--- src/rtl/alu_exec_ctrl.sv ---
// rtl/alu_exec_ctrl.sv - execute-stage sequencer around the combinational ALU
module alu_exec_ctrl #(
  parameter int DATA_W = 32,
  parameter int REG_W  = 4
) (
  input  logic              clk,
  input  logic              reset,
  input  logic              in_valid,
  output logic              in_ready,
  input  logic [3:0]        in_cond,
  input  logic [4:0]        in_op,
  input  logic              in_s,
  input  logic [REG_W-1:0]  in_rd,
  input  logic [DATA_W-1:0] in_data1,
  input  logic [DATA_W-1:0] in_data2,
  output logic [4:0]        alu_op,
  output logic [DATA_W-1:0] alu_data1,
  output logic [DATA_W-1:0] alu_data2,
  input  logic [DATA_W-1:0] alu_result,
  input  logic [3:0]        alu_flags,
  output logic              wb_valid,
  input  logic              wb_ready,
  output logic [REG_W-1:0]  wb_rd,
  output logic [DATA_W-1:0] wb_data,
  output logic [3:0]        cpsr,
  output logic              retire,
  output logic              retire_exec,
  output logic [1:0]        state
);

  typedef enum logic [1:0] {IDLE = 2'd0, EXEC = 2'd1, WB = 2'd2} state_t;

  state_t             cur, nxt;
  logic [3:0]         cond_r;
  logic               s_r;
  logic [REG_W-1:0]   rd_r;
  logic               pass;
  logic               op_wb;
  logic               op_cmp;

  // Ops that produce a register result: AND EOR SUB RSB ADD ORR MOV BIC MVN.
  function automatic logic is_wb_op(input logic [4:0] op);
    case (op)
      5'b00000, 5'b00001, 5'b00010, 5'b00011, 5'b00100,
      5'b01100, 5'b01101, 5'b01110, 5'b01111: is_wb_op = 1'b1;
      default:                                is_wb_op = 1'b0;
    endcase
  endfunction

  // ARM condition check; flag vector is {V,N,C,Z}.
  function automatic logic cond_pass(input logic [3:0] c, input logic [3:0] f);
    logic z, cy, n, v;
    z  = f[0];
    cy = f[1];
    n  = f[2];
    v  = f[3];
    case (c)
      4'h0: cond_pass = z;
      4'h1: cond_pass = !z;
      4'h2: cond_pass = cy;
      4'h3: cond_pass = !cy;
      4'h4: cond_pass = n;
      4'h5: cond_pass = !n;
      4'h6: cond_pass = v;
      4'h7: cond_pass = !v;
      4'h8: cond_pass = cy && !z;
      4'h9: cond_pass = !cy || z;
      4'ha: cond_pass = (n == v);
      4'hb: cond_pass = (n != v);
      4'hc: cond_pass = !z && (n == v);
      4'hd: cond_pass = z || (n != v);
      4'he: cond_pass = 1'b1;
      default: cond_pass = 1'b0;
    endcase
  endfunction

  // cpsr only changes at the end of EXEC, so this is the value at EXEC entry.
  assign pass   = cond_pass(cond_r, cpsr);
  assign op_wb  = is_wb_op(alu_op);
  assign op_cmp = (alu_op[4:2] == 3'b010);
  assign state  = cur;

  // State register.
  always_ff @(posedge clk or posedge reset) begin
    if (reset) cur <= IDLE;
    else       cur <= nxt;
  end

  // Next-state: EXEC lasts one cycle, WB waits for the register file.
  always_comb begin
    nxt = cur;
    case (cur)
      IDLE:    if (in_valid) nxt = EXEC;
      EXEC:    nxt = (pass && op_wb) ? WB : IDLE;
      WB:      if (wb_ready) nxt = IDLE;
      default: nxt = IDLE;
    endcase
  end

  // Handshake outputs decoded from state so reset drops wb_valid at once.
  always_comb begin
    in_ready = (cur == IDLE);
    wb_valid = (cur == WB);
  end

  // Instruction latch, flag update, writeback capture and retire pulse.
  always_ff @(posedge clk or posedge reset) begin
    if (reset) begin
      cond_r      <= '0;
      s_r         <= 1'b0;
      rd_r        <= '0;
      alu_op      <= '0;
      alu_data1   <= '0;
      alu_data2   <= '0;
      wb_rd       <= '0;
      wb_data     <= '0;
      cpsr        <= '0;
      retire      <= 1'b0;
      retire_exec <= 1'b0;
    end else begin
      retire      <= 1'b0;
      retire_exec <= 1'b0;
      case (cur)
        IDLE: begin
          if (in_valid) begin
            cond_r    <= in_cond;
            s_r       <= in_s;
            rd_r      <= in_rd;
            alu_op    <= in_op;
            alu_data1 <= in_data1;
            alu_data2 <= in_data2;
          end
        end
        EXEC: begin
          if (pass) begin
            if (op_cmp || (s_r && op_wb)) cpsr <= alu_flags;
            if (op_wb) begin
              wb_data <= alu_result;
              wb_rd   <= rd_r;
            end else begin
              retire      <= 1'b1;
              retire_exec <= 1'b1;
            end
          end else begin
            retire <= 1'b1;
          end
        end
        WB: begin
          if (wb_ready) begin
            retire      <= 1'b1;
            retire_exec <= 1'b1;
          end
        end
        default: ;
      endcase
    end
  end

endmodule

--- config.mk ---
export PLATFORM = sky130hd
export DESIGN_NAME = alu_exec_ctrl
export DESIGN_NICKNAME = d
export VERILOG_FILES = /design/src/rtl/alu_exec_ctrl.sv
export SDC_FILE = /design/constraint.sdc
export NUM_CORES = 1
export LEC_CHECK = 0
export ABC_AREA = 1
export CAP_MARGIN = 20
export CORE_MARGIN = 2
export CORE_UTILIZATION = 42
export DETAILED_ROUTE_END_ITERATION = 10
export PLACE_DENSITY = 0.81
export SLEW_MARGIN = 10
export SYNTH_ARGS = -nofsm -noshare
export SYNTH_HDL_FRONTEND = slang
export SYNTH_SLANG_ARGS = --single-unit
--- constraint.sdc ---
create_clock -name clk -period 4.5 [get_ports clk]
set_input_delay 0.45 -clock clk [delete_from_list [all_inputs] [get_ports clk]]
set_output_delay 0.45 -clock clk [all_outputs]
set_load 0.02 [all_outputs]
==> results.cfg <==
[floorplan]
fp.dieH_um = 114
die_w_um = 114
io_pins = 233
row_count = 40
start_util = 0.426
dieArea_um2 = 12900
core_area_um2 = 11900

[power]
intPower_w = 0.00420
switchingPower_w = 0.00234
peakVddDrop_uv = 481
powerDensity_nw_per_um2 = 803
leakagePower_nw = 3.69
comb_power_share = 0.469
switching_share = 0.358
share_clk_of_total_power = 0.229
p_seq_frac = 0.303

[setup_path]
start_kind = register
end_kind = register
rrSetupSlack_ns = 2.09
path_max_fanout = 73
cp.arrival_ns = 2.67
r2r_cells = 10
cp.required_ns = 4.76
r2r-start = cond_r[0]$_DFFE_PP0P_
rr_endpoint = wb_data[30]$_DFFE_PP0P_
critPathKind = reg -> reg

[clocking]
cts_tree = yes
h-tree-depth = 4
insertion_delay_ns = 0.41
cts_resized = 0
cts_hold_buffers = 0
cts_sinks = 122
clockRootBuffer = clkbuf_16
cts_buffer_depth = 2
numCtsBuffers = 17
cts_setup_buffers = 0
clk_pin_slew_ns = 0.05

[finish]
stdcell_area_um2 = 8150
num-fill-cells = 894
layout-drive-gt1-share = 0.209
multi_input_area_um2 = 1680
utilization = 0.687
regArea_um2 = 3050
diodes = 0
area_growth_pct = 61.2
nNetsFinal = 787

[route]
drtIter0Drc = 189
ant_nets = 0
drc_errors = 0
route.vias.total = 3893
wl_per_cell_um = 15.6
drt_pre_antenna_iters = 4
avgViaCountPerCell = 4.71
drt_wl_total_mm = 12.8

[logic_synthesis]
netlist_area_um2 = 5060
syn_inst = 429
synth_top_cell_by_area = dfrtp_1
ys_top_cells_by_count = 122 x dfrtp_1, 68 x mux2_2, 68 x nand2_1
syn_avg_cell_area_um2 = 11.8
ys_seq_area_frac = 0.604
synth_top_area_share = 0.604
synth_warnings = 0
synthFlopType = dfrtp_1
synthTopCellsByArea = dfrtp_1 60%, mux2_2 15%, o21ai_2 6.4%
synth.distinct_cells = 21
synth-edff-count = 0
ys_async_sr_fraction = 1.00
yosysMostFrequentCell = dfrtp_1
ys_seq_elements = 122
synthesis.nets = 550

[timing]
worst_slack_ns = 2.09
max_freq_mhz = 415
setup_viol = 0
maxSlewViolCount = 0
final.min_clock_period_ns = 2.41
finalSetupTns_ns = 0
relSlewSlack = 0.335
fin_crit_sh = 0.536
rsz0062_at_grt = no
finClkSkew_ns = 0.00576
hold_viol = 0
worstMarginPinSlew_ns = 0.997

[global_route]
grt_antenna_before_repair = 0
grt_pass1_vias = 4171
grt_max_degree = 89
grt.overflow.total = 0
grt.total_usage = 0.205
grt_pass1_wl_mm = 20.3

[flow_run]
maxCapViolCount = 0

[placed_design]
hpwlAfterDp_mm = 9.30
portBuffers = 232
dp_slack_ns = 2.12
routabilityCongestion = 0.834
dpl-instance-area_um2 = 7470

[min_path]
hold_path_class = in -> async

[status]
status = finished clean
==> cell type report <==
class,instances,area share
flip-flops and latches,122,0.374
repair buffers,235,0.290
multi-input cells,233,0.206
clock buffers,25,0.0608
inverters,57,0.0266
well taps,147,0.0226
clock inverters,7,0.0196
==> per-layer routing <==
layer  vias to the layer above  track usage  part of all wire
met3                        20       0.0829             0.087
met5                         -            0                 0
met4                         0       0.0878             0.023
li1                       1861            -                 -
met2                       172        0.342              0.51
met1                      1840        0.233              0.38
==> logic make-up (layout without fill, tap and decap cells) <==
kind of cell	count (synthesis)	count (layout)	share of synthesized area
flip-flops	122	122	0.604
AND/OR/NAND/NOR	105	105	0.0868
buffers and inverters	74	324	0.0658
multiplexers	68	68	0.151
AO/OA/AOI/OAI	57	57	0.0849
adder cells (fa/ha/maj)	3	3	0.00742
==> worst max path at each step <==
| stage | from | endpoint | slack, ns | cells after the start |
|---|---|---|---|---|
| 2_1_floorplan | reset | alu_data1[0]$_DFFE_PP0P_ | 0.81 | 1 |
| 3_3_place_gp | in_valid | alu_data2[20]$_DFFE_PP0P_ | 2.22 | 3 |
| 3_5_place_dp | cond_r[0]$_DFFE_PP0P_ | wb_data[30]$_DFFE_PP0P_ | 2.12 | 10 |
| 4_1_cts | cond_r[0]$_DFFE_PP0P_ | wb_data[30]$_DFFE_PP0P_ | 2.10 | 10 |
| 5_1_grt | cond_r[2]$_DFFE_PP0P_ | wb_data[22]$_DFFE_PP0P_ | 1.81 | 11 |
| 6_report | cond_r[0]$_DFFE_PP0P_ | wb_data[30]$_DFFE_PP0P_ | 2.09 | 10 |
==> metrics by stage <==
step                      hold WS (ns)  std cells  power [W]
after global routing             0.499        826    0.00691
after detailed placement         0.466        793    0.00506
after CTS                        0.479        825    0.00660
after global placement           0.462        793    0.00496
final                            0.478        826    0.00654
after floorplan                  0.480        429    0.00370
==> sequential cells by signal (all words and copies together) (netlist names) <==
name         cells
state            2
s_r              1
retire_exec      1
rd_r             4
wb_rd            4
alu_data1       32
cond_r           4
cpsr             4
alu_data2       32
retire           1
alu_op           5
wb_data         32
==> critical path: stages (launching register included) <==
cell	delay [ns]
dfrtp_1	0.46
inv_1	0.15
nand3_1	0.08
nand3_1	0.10
nand2_1	0.06
nand2_1	0.09
inv_1	0.05
nand3_2	0.11
nand3_4	0.68
nand2_1	0.33
o21ai_2	0.08
==> cells in the final DEF (no fill, tap or decap), drive strengths merged, types with 13 or more instances in the layout <==
cell,n
clkdlybuf4s50,232
dfrtp,122
mux2,68
nand2,68
inv,57
o21ai,42
clkbuf,25
nor2,19
a21oi,14
nand3,13
==> power groups by stage <==
stage / clock network, W / registers [W] / logic (W)
2_1_floorplan: 0 / 0.00256 / 0.00113
3_3_place_gp: 0 / 0.00195 / 0.00301
3_5_place_dp: 0 / 0.00199 / 0.00307
4_1_cts: 0.00152 / 0.00198 / 0.00309
5_1_grt: 0.00158 / 0.00204 / 0.00328
6_report: 0.00150 / 0.00198 / 0.00307
No activity file was read; power rests on OpenSTA's default activity.
